### src/rtl/prefix_add_seq_pkg.sv
// Shared types and sizing helpers for the sequential prefix adder.
// Holds the controller state encoding, the default slice width, and
// functions deriving the slice count and slice-index counter width.
package prefix_add_pkg;

    typedef enum logic [1:0] {
        IDLE = 2'd0,
        RUN  = 2'd1,
        DONE = 2'd2
    } state_t;

    localparam int SLICE_DEFAULT = 32;

    // Number of slices needed to cover an operand.
    function automatic int calc_nslice(input int width, input int slice);
        return width / slice;
    endfunction

    // Slice-index counter width; at least one bit even for a single slice.
    function automatic int calc_idx_w(input int nslice);
        return (nslice <= 1) ? 1 : $clog2(nslice);
    endfunction

endpackage

### src/rtl/prefix_add_seq_if.sv
// Operand/result handshake bundle for prefix_add_seq.
// master: operand producer and result consumer; slave: the adder.
// Signals: in_valid/in_ready/a/b/cin/sub in, out_valid/out_ready/sum/cout/ovf out.
interface prefix_add_seq_if #(
    parameter int WIDTH = 128
);
    logic             in_valid;
    logic             in_ready;
    logic [WIDTH-1:0] a;
    logic [WIDTH-1:0] b;
    logic             cin;
    logic             sub;
    logic             out_valid;
    logic             out_ready;
    logic [WIDTH-1:0] sum;
    logic             cout;
    logic             ovf;

    modport master (
        output in_valid, a, b, cin, sub, out_ready,
        input  in_ready, out_valid, sum, cout, ovf
    );

    modport slave (
        input  in_valid, a, b, cin, sub, out_ready,
        output in_ready, out_valid, sum, cout, ovf
    );

endinterface

### src/rtl/prefix_add_seq_gp_slice.sv
// Purpose: combinational SLICE-bit parallel-prefix group generate/propagate.
// Latency: zero cycles (pure combinational).
// Backpressure: none; no handshake.
// Ports: p, g per-bit propagate/generate in; p_pre, g_pre prefix over bits 0..i out.
module gp_slice #(
    parameter int SLICE = 32
) (
    input  logic [SLICE-1:0] p,
    input  logic [SLICE-1:0] g,
    output logic [SLICE-1:0] p_pre,
    output logic [SLICE-1:0] g_pre
);
    localparam int LEVELS = (SLICE <= 1) ? 0 : $clog2(SLICE);

    // Recursive doubling: after level j every bit spans 2^(j+1) bits below it.
    // Bits with fewer than d predecessors keep their propagate (low mask).
    always_comb begin
        logic [SLICE-1:0] gt;
        logic [SLICE-1:0] pt;
        gt = g;
        pt = p;
        for (int j = 0; j < LEVELS; j++) begin
            gt = gt | (pt & (gt << (1 << j)));
            pt = pt & ((pt << (1 << j)) | ~({SLICE{1'b1}} << (1 << j)));
        end
        g_pre = gt;
        p_pre = pt;
    end

endmodule

### src/rtl/prefix_add_seq.sv
// Purpose: WIDTH-bit add/subtract, one SLICE-bit prefix slice per cycle, LSB first.
// Latency: NSLICE RUN cycles after acceptance; out_valid in cycle T+NSLICE+1.
// Backpressure: result held in DONE until out_ready; no new operands accepted meanwhile.
// Ports: clk, rst (async active-high), bus (slave side of prefix_add_seq_if).
module prefix_add_seq
    import prefix_add_pkg::*;
#(
    parameter int WIDTH = 128,
    parameter int SLICE = SLICE_DEFAULT
) (
    input  logic clk,
    input  logic rst,
    prefix_add_seq_if.slave bus
);
    // WIDTH must be a whole multiple of SLICE.
    localparam int NSLICE = calc_nslice(WIDTH, SLICE);
    localparam int IDXW   = calc_idx_w(NSLICE);
    localparam logic [IDXW-1:0] LAST_IDX = IDXW'(NSLICE - 1);

    state_t state;
    state_t state_nx;

    logic [WIDTH-1:0] a_r;
    logic [WIDTH-1:0] b_r;      // already inverted for subtraction
    logic [WIDTH-1:0] sum_r;
    logic             carry;
    logic             cout_r;
    logic             ovf_r;
    logic [IDXW-1:0]  idx;

    logic [SLICE-1:0] a_s;
    logic [SLICE-1:0] b_s;
    logic [SLICE-1:0] p_s;
    logic [SLICE-1:0] g_s;
    logic [SLICE-1:0] p_pre;
    logic [SLICE-1:0] g_pre;
    logic [SLICE:0]   cvec;     // cvec[i] = carry into bit i; cvec[SLICE] = carry out
    logic [SLICE-1:0] sum_s;
    logic             last;

    assign a_s  = a_r[idx*SLICE +: SLICE];
    assign b_s  = b_r[idx*SLICE +: SLICE];
    assign p_s  = a_s ^ b_s;
    assign g_s  = a_s & b_s;
    assign last = (idx == LAST_IDX);

    gp_slice #(.SLICE(SLICE)) u_gp (
        .p     (p_s),
        .g     (g_s),
        .p_pre (p_pre),
        .g_pre (g_pre)
    );

    // Carry-in merge kept outside the prefix unit so it stays carry-agnostic.
    assign cvec  = {g_pre | (p_pre & {SLICE{carry}}), carry};
    assign sum_s = p_s ^ cvec[SLICE-1:0];

    // State register
    always_ff @(posedge clk or posedge rst) begin
        if (rst) begin
            state <= IDLE;
        end else begin
            state <= state_nx;
        end
    end

    // Next-state logic
    always_comb begin
        state_nx = state;
        case (state)
            IDLE:    if (bus.in_valid)  state_nx = RUN;
            RUN:     if (last)          state_nx = DONE;
            DONE:    if (bus.out_ready) state_nx = IDLE;
            default:                    state_nx = IDLE;
        endcase
    end

    // Handshake outputs decoded from state only
    always_comb begin
        bus.in_ready  = (state == IDLE);
        bus.out_valid = (state == DONE);
    end

    // Datapath registers
    always_ff @(posedge clk or posedge rst) begin
        if (rst) begin
            a_r    <= '0;
            b_r    <= '0;
            sum_r  <= '0;
            carry  <= 1'b0;
            cout_r <= 1'b0;
            ovf_r  <= 1'b0;
            idx    <= '0;
        end else begin
            case (state)
                IDLE: begin
                    if (bus.in_valid) begin
                        a_r   <= bus.a;
                        b_r   <= bus.sub ? ~bus.b : bus.b;
                        carry <= bus.sub | bus.cin;
                        idx   <= '0;
                    end
                end
                RUN: begin
                    sum_r[idx*SLICE +: SLICE] <= sum_s;
                    carry <= cvec[SLICE];
                    if (last) begin
                        cout_r <= cvec[SLICE];
                        // Signed overflow: carry into MSB differs from carry out of it.
                        ovf_r  <= cvec[SLICE-1] ^ cvec[SLICE];
                    end else begin
                        idx <= idx + 1'b1;
                    end
                end
                default: ;
            endcase
        end
    end

    assign bus.sum  = sum_r;
    assign bus.cout = cout_r;
    assign bus.ovf  = ovf_r;

endmodule

### src/flat_wrapper.sv
// flat-port wrapper written by rule: the top's interface ports become plain ports
module prefix_add_seq_flat import prefix_add_pkg::*;
#(
    parameter int WIDTH = 128,
    parameter int SLICE = SLICE_DEFAULT
)
  (clk, rst, bus_in_valid, bus_a, bus_b, bus_cin, bus_sub, bus_out_ready, bus_in_ready, bus_out_valid, bus_sum, bus_cout, bus_ovf);
  prefix_add_seq_if #(.WIDTH(WIDTH)) bus_i ();
  input  logic clk;
  input  logic rst;
  input wire logic [$bits(bus_i.in_valid)-1:0] bus_in_valid;
  input wire logic [$bits(bus_i.a)-1:0] bus_a;
  input wire logic [$bits(bus_i.b)-1:0] bus_b;
  input wire logic [$bits(bus_i.cin)-1:0] bus_cin;
  input wire logic [$bits(bus_i.sub)-1:0] bus_sub;
  input wire logic [$bits(bus_i.out_ready)-1:0] bus_out_ready;
  output wire logic [$bits(bus_i.in_ready)-1:0] bus_in_ready;
  output wire logic [$bits(bus_i.out_valid)-1:0] bus_out_valid;
  output wire logic [$bits(bus_i.sum)-1:0] bus_sum;
  output wire logic [$bits(bus_i.cout)-1:0] bus_cout;
  output wire logic [$bits(bus_i.ovf)-1:0] bus_ovf;
  assign bus_i.in_valid = bus_in_valid;
  assign bus_i.a = bus_a;
  assign bus_i.b = bus_b;
  assign bus_i.cin = bus_cin;
  assign bus_i.sub = bus_sub;
  assign bus_i.out_ready = bus_out_ready;
  assign bus_in_ready = bus_i.in_ready;
  assign bus_out_valid = bus_i.out_valid;
  assign bus_sum = bus_i.sum;
  assign bus_cout = bus_i.cout;
  assign bus_ovf = bus_i.ovf;
  prefix_add_seq #(.WIDTH(WIDTH), .SLICE(SLICE)) u_core (.clk(clk), .rst(rst), .bus(bus_i));
endmodule
### config.mk
export PLATFORM = sky130hd
export DESIGN_NAME = prefix_add_seq_flat
export DESIGN_NICKNAME = d
export VERILOG_FILES = /design/src/rtl/prefix_add_seq_pkg.sv /design/src/rtl/prefix_add_seq_if.sv /design/src/rtl/prefix_add_seq_gp_slice.sv /design/src/rtl/prefix_add_seq.sv /design/src/flat_wrapper.sv
export SDC_FILE = /design/constraint.sdc
export NUM_CORES = 1
export LEC_CHECK = 0
export ABC_CLOCK_PERIOD_IN_PS = 13000
export CAP_MARGIN = 10
export CORE_ASPECT_RATIO = 0.9
export CORE_MARGIN = 5
export CORE_UTILIZATION = 29
export CTS_BUF_LIST = sky130_fd_sc_hd__clkbuf_8
export DETAILED_ROUTE_END_ITERATION = 8
export GPL_TIMING_DRIVEN = 0
export PLACE_DENSITY = 0.59
export SETUP_SLACK_MARGIN = 0.5
export SYNTH_ARGS = -nofsm -noshare
export SYNTH_HDL_FRONTEND = slang
export SYNTH_HIERARCHICAL = 1
export SYNTH_SLANG_ARGS = --single-unit
### constraint.sdc
create_clock -name clk -period 13 [get_ports clk]
set_clock_uncertainty 0.1 [all_clocks]
set_input_delay 2.6 -clock clk [delete_from_list [all_inputs] [get_ports clk]]
set_output_delay 2.6 -clock clk [all_outputs]
set_load 0.03 [all_outputs]
# Word-level counts from Yosys, hierarchy flattened

Cells that the tools add are included.
Widths: inputs -> output; s select.

Bits in registers: 391
Output and inout bits: 132
Word-level logic and storage cells: 62

Add/subtract/negate cells: 2
Equality and inequality tests: 7
Shifts and indexed selects: 4
Mux-type cells: 11
Bitwise operators: 23
Reduce and logical (&&, ||, !) cells: 7

Operator list:

| operator                  | count |
|---|---|
| $and 32x32->32            | 12 |
| $shiftx 128x8->32         | 2 |
| $or 32x32->32             | 6 |
| $bwmux 128                | 1 |
| $mux 128                  | 1 |
| $not 128->128             | 1 |
| $shift 32x34->128 const A | 1 |
| $shiftx 32x34->128        | 1 |
| $xor 32x32->32            | 2 |
| $neg 7->34                | 1 |
| $mux 2                    | 5 |
| $ne 2x2->1 const B        | 3 |
| $pmux 2 s3                | 1 |
| $reduce_and 2->1          | 3 |
| $reduce_and 3->1          | 2 |
| $eq 2x2->1 const B        | 2 |
| $pmux 2 s2                | 1 |
| $add 2x1->2 const B       | 1 |
| $eq 2x1->1 const B        | 1 |
| $logic_not 2->1           | 1 |
| $ne 2x1->1 const B        | 1 |
| $pmux 1 s2                | 1 |
| $reduce_bool 2->1         | 1 |
| $mux 1                    | 1 |
| 2 further kinds           | 2 |

# Logic depth before layout (Yosys ltp)

Depth after elaboration: 16
Mapped depth: 18

# Modules after synthesis

The synthesis kept the hierarchy.

By module, submodules not included:

| module         | times used | cells each | area each (µm²) | seq. area each (µm²) |
|---|---|---|---|---|
| prefix_add_seq | 1          | 1,338      | 17,842.1        | 9,784.4 |
| gp_slice       | 1          | 166        | 1,007.2         | 0.0 |

# Worst setup path after synthesis

OpenSTA, ideal clock, no wires.

Path kind: reg2reg
From: reg u_core.idx[0]
To: reg u_core.sum_r[62], in the netlist u_core/bus.sum[62]
Library setup time: 121 ps
Data arrival time: 3,994 ps
Setup slack: 8,785 ps
Cell stages (with the launch flop): 16
Path buffers: 3
Period minus slack after synthesis: 4,215 ps
Cells stage by stage: dfrtp_1 buf_2 buf_4 buf_4 mux4_2 ha_1 a21o_1 nor3b_1 or3_1 o31a_1 a21o_1 a311o_1 a221o_1 a21oi_1 xnor2_1 a22o_1

RTL lines:

| what                                                   | RTL line                                                     | RTL |
|---|---|---|
| start, declared                                        | prefix_add_seq.sv:29                                         | `logic [IDXW-1:0] idx;` |
| start signal, assigned                                 | prefix_add_seq.sv:112                                        | `idx <= idx + 1'b1;` |
| $shiftx 128x8->32 (on tied branches)                   | prefix_add_seq.sv:41, prefix_add_seq.sv:42                   |  |
| $xor 32x32->32 (*)                                     | prefix_add_seq.sv:43                                         | `assign p_s = a_s ^ b_s;` |
| named net u_core.p_s[11]                               | prefix_add_seq.sv:33                                         | `logic [SLICE-1:0] p_s;` |
| $and 32x32->32 (on tied branches)                      | prefix_add_seq_gp_slice.sv:23, prefix_add_seq_gp_slice.sv:24 |  |
| $or 32x32->32, or another cell as far along            | prefix_add_seq_gp_slice.sv:23                                | `gt = gt \| (pt & (gt << (1 << j)));` |
| $or 32x32->32 / $and 32x32->32 (equally long branches) | prefix_add_seq_gp_slice.sv:23                                |  |
| $or 32x32->32                                          | prefix_add_seq_gp_slice.sv:23                                |  |
| $and 32x32->32                                         | prefix_add_seq_gp_slice.sv:23                                |  |
| $or 32x32->32                                          | prefix_add_seq_gp_slice.sv:23                                |  |
| $or 32x32->32 (*)                                      | prefix_add_seq_gp_slice.sv:23                                |  |
| named net u_core.g_pre[19]                             | prefix_add_seq.sv:36                                         | `logic [SLICE-1:0] g_pre;` |
| $or 32x32->32 (*)                                      | prefix_add_seq.sv:55                                         | `assign cvec = {g_pre \| (p_pre & {SLICE{carry}}), carry};` |
| $xor 32x32->32 (*)                                     | prefix_add_seq.sv:56                                         | `assign sum_s = p_s ^ cvec[SLICE-1:0];` |
| $shiftx 32x34->128 (*)                                 | prefix_add_seq.sv:105                                        | `sum_r[idx*SLICE +: SLICE] <= sum_s;` |
| $bwmux 128 (*)                                         | prefix_add_seq.sv:105                                        |  |
| end signal, assigned by index                          | prefix_add_seq.sv:105                                        |  |
| end, declared                                          | prefix_add_seq.sv:25                                         | `logic [WIDTH-1:0] sum_r;` |

Mark *: on every way through the listed nets, which the timed path passes. The rest lies on a longest branch.
A chain may end at the register's enable or synchronous reset.

# Worst setup path in the final report

From: reg u_core.idx[1]
To: reg u_core.sum_r[57], in the netlist u_core/bus.sum[57]

RTL lines:

| what                                 | RTL line                                   | RTL |
|---|---|---|
| $shiftx 128x8->32 (on tied branches) | prefix_add_seq.sv:41, prefix_add_seq.sv:42 |  |
| $xor 32x32->32 (*)                   | prefix_add_seq.sv:43                       |  |
| named net u_core.p_s[0]              | prefix_add_seq.sv:33                       |  |
| $and 32x32->32 (*) (5 in a row)      | prefix_add_seq_gp_slice.sv:24              | `pt = pt & ((pt << (1 << j)) \| ~({SLICE{1'b1}} << (1 << j)));` |
| named net u_core.p_pre[8]            | prefix_add_seq.sv:35                       | `logic [SLICE-1:0] p_pre;` |
| $and 32x32->32 (*)                   | prefix_add_seq.sv:55                       |  |
| $or 32x32->32 (*)                    | prefix_add_seq.sv:55                       |  |
| $xor 32x32->32 (*)                   | prefix_add_seq.sv:56                       |  |
| $shiftx 32x34->128 (*)               | prefix_add_seq.sv:105                      |  |
| $bwmux 128 (*)                       | prefix_add_seq.sv:105                      |  |

Marked as above.

==> flow_metrics.py <==
metrics = {
    "run": {
        "maxCapViolCount": 0,
    },
    "grt": {
        "grt_antenna_before_repair": 14,
        "grt_max_degree": 45,
        "grt_pass1_wl_um": 101000,
        "grt_pass1_vias": 15286,
        "grt.total_usage_pct": 19.4,
        "gr-total-overflow": 0,
    },
    "clocking": {
        "cts_max_level": 3,
        "cts-hold-fix-buffers": 0,
        "cts_resized": 0,
        "clk_pin_slew_ps": 60,
        "cts.sinks": 391,
        "cts_max_path_buffers": 3,
        "cts_inserted_buffers": 70,
        "post-cts-setup-buffers": 0,
        "clk_latency_ps": 660,
        "cts_tree": "built",
        "root_buffer": "clkbuf_8",
    },
    "yosys": {
        "syn-num-nets": 1802,
        "synthTopCellsByArea": "dfrtp_1 52%, mux4_2 7.6%, mux2_2 7.6%",
        "syn_area_per_cell_um2": 12.5,
        "synth_cell_types": 54,
        "synth-seq-cells": 391,
        "ys.flop_type": "dfrtp_1",
        "synthesis.instances": 1504,
        "yosysWarningCount": 6,
        "synth_area_leader_cell": "dfrtp_1",
        "syn-cell-area_mm2": 0.0188,
        "synth-edff-count": 0,
        "ys_async_sr_fraction_pct": 100,
        "synth_top_cell_area_share_pct": 51.9,
        "yosysSeqAreaShare_pct": 51.9,
    },
    "outcome": {
        "status": "completed",
    },
    "power": {
        "p_per_area_mw_per_mm2": 331,
        "ir_drop_v": 0.000185,
        "power.leakage_nw": 10.7,
    },
    "floorplan": {
        "start_util_pct": 29.3,
        "die_w_um": 279,
        "die-area_mm2": 0.0702,
        "pin_count": 394,
        "rows": 88,
        "die_h_um": 252,
        "core_mm2": 0.0643,
    },
    "critical_path": {
        "cp_data_required_time_ps": 13470,
        "r2r_end": "u_core/bus.sum[57]",
        "end_kind": "register",
        "critPathKind": "register to register",
        "cp-start-kind": "register",
        "r2r_slack_ps": 6910,
        "arrival_ps": 6560,
        "crit_path_max_incr_delay_ps": 830,
        "critPathTopFamily": "simple AND/OR/NAND/NOR gates",
        "r2r.worst_path.cells": 15,
        "crit_chain": "buf_2 > clkbuf_1 > mux4_2 > ha_1 > nand4_1 > nor3_1 > nand3_1 > inv_1 > and3_1 > and4_1 > and3_1 > and3_1 > a21oi_1 > xnor2_1 > a22o_1",
        "crit_buf_inv": 3,
        "worst_path_most_repeated_cell": "and3_1",
        "r2r-start": "u_core/idx[1]",
        "cp_max_fo": 10,
        "cp_slowest_cell": "clkbuf_1",
    },
    "routing": {
        "drt_wl_total_um": 69900,
        "ant_nets": 0,
        "vias": 14359,
        "drc_errors": 0,
        "vias_per_cell": 4.97,
        "drt-initial-drc-count": 786,
        "first_pass_iters": 5,
        "wl_per_cell_um": 24.2,
    },
    "hold_path": {
        "min_to": "u_core/bus.cout",
        "min_path_type": "register to register",
        "hp-start": "u_core/bus.cout",
        "whs_path_depth": 2,
    },
    "final_layout": {
        "nets": 2276,
        "postLayoutCellArea_mm2": 0.0255,
        "drive_gt1_share_pct": 19.9,
        "n_fill_cell": 6112,
        "layout_common_cells": "392 x clkdlybuf4s50_1, 391 x dfrtp_1, 177 x a21oi_1",
        "synthToLayoutAreaGrowth_pct": 35.4,
        "layout_commonest_cell": "clkdlybuf4s50_1",
    },
    "placed_design": {
        "place_hpwl_um": 54100,
        "port_buffers": 392,
        "dpl_cell_area_mm2": 0.0240,
        "place.gp.congestion": 0.875,
    },
    "timing": {
        "fmax_ghz": 0.164,
        "rsz0062_at_grt": "false",
        "slew_headroom_pct": 30.3,
        "period_share_pct": 46.8,
        "tns_ps": 0,
        "min_period_ps": 6090,
        "worstMarginPinSlew_ps": 1050,
        "final-max-slew-violation-count": 0,
        "hold_violations": 0,
        "finalSetupViolCount": 0,
    },
}
-- layout make-up --
class / instances / area, um2 / area share, %
antenna: 8 / 20.0 / 0.0785
inverter: 14 / 56.3 / 0.221
clock buffer: 88 / 1210 / 4.75
clock inverter: 35 / 238 / 0.932
sequential: 391 / 9780 / 38.3
buffer: 107 / 659 / 2.58
tap: 855 / 1070 / 4.19
timing repair buffer: 402 / 4120 / 16.2
multi-input combinational: 992 / 8350 / 32.7
-- worst reg2reg max path, stage by stage (launching register included) --
cell and delay, ps:
dfrtp_1 630, buf_2 470, clkbuf_1 840, mux4_2 440, ha_1 430, nand4_1 180, nor3_1 750, nand3_1 250
inv_1 130, and3_1 190, and4_1 240, and3_1 280, and3_1 180, a21oi_1 80, xnor2_1 560, a22o_1 260
-- worst max-delay path by stage --
stage | cells after the start | startpoint | slack (ps) | end
5_1_grt | 15 | u_core/idx[1] | 6740 | u_core/bus.sum[57]
4_1_cts | 16 | u_core/idx[1] | 6920 | u_core/bus.sum[59]
6_report | 15 | u_core/idx[1] | 6910 | u_core/bus.sum[57]
3_3_place_gp | 2 | rst | 2520 | u_core/b_r[48]
2_1_floorplan | 1 | rst | 5040 | u_core/a_r[0]
3_5_place_dp | 16 | u_core/idx[1] | 6970 | u_core/bus.sum[59]
-- through the flow --
stage | total power (W) | std cells | util (%) | setup slack [ps] | hold slack, ps
final | 0.00846 | 2892 | 39.7 | 6910 | 381
after global routing | 0.00899 | 2890 | 39.7 | 6740 | 413
after CTS | 0.00849 | 2884 | 39.7 | 6920 | 382
after detailed placement | 0.00725 | 2761 | 37.4 | 6970 | 369
after global placement | 0.00714 | 2751 | 37.1 | 2520 | 363
after floorplan | 0.00534 | 1504 | - | 5040 | 353
-- where the power goes --
part / switching [W] / leakage [nW] / internal, W
clock network: 0.000530 / 0.816 / 0.000668
registers: 0.000313 / 4.74 / 0.00177
logic: 0.00315 / 5.11 / 0.00203
-- cells in the mapped netlist, drive strengths merged (3+ instances only) --
cell      n
ha       36
nand4     5
nand3     8
and3     20
buf      92
and2      9
a21oi   177
a21o     26
mux2    129
mux4     64
nor3b     3
inv      14
nand2    20
nor2    142
xnor2   159
a22o    131
clkbuf   15
and4      4
o21ai    14
dfrtp   391
o21bai    6
nor3      4
a31o      3
-- routing by layer --
| layer | global-route usage [%] | wire, um | share of wire [%] | vias up |
|---|---|---|---|---|
| li1 | - | - | - | 6418 |
| met1 | 25.8 | 30700 | 44 | 7333 |
| met2 | 31.5 | 33200 | 47 | 489 |
| met3 | 4.70 | 4200 | 6.0 | 109 |
| met4 | 5.89 | 1790 | 2.6 | 10 |
| met5 | 0 | 64 | 0.092 | - |
-- logic make-up after synthesis --
group	synth area share, %
AOI/OAI and AO/OA	13.5
xor gates and xnor gates	7.43
adders and majority gates	2.39
buffers and inverters	3.78
DFF	51.9
muxes	15.4
and+or+nand+nor	5.59
-- state kept, by name, summed over array words and instances, names as in the netlist --
| name | cells |
|---|---|
| u_core/carry | 1 |
| u_core/bus.cout | 1 |
| u_core/bus.ovf | 1 |
| u_core/b_r | 128 |
| u_core/a_r | 128 |
| u_core/idx | 2 |
| u_core/state | 2 |
| u_core/bus.sum | 128 |
Power figures use the tool's default switching activity.
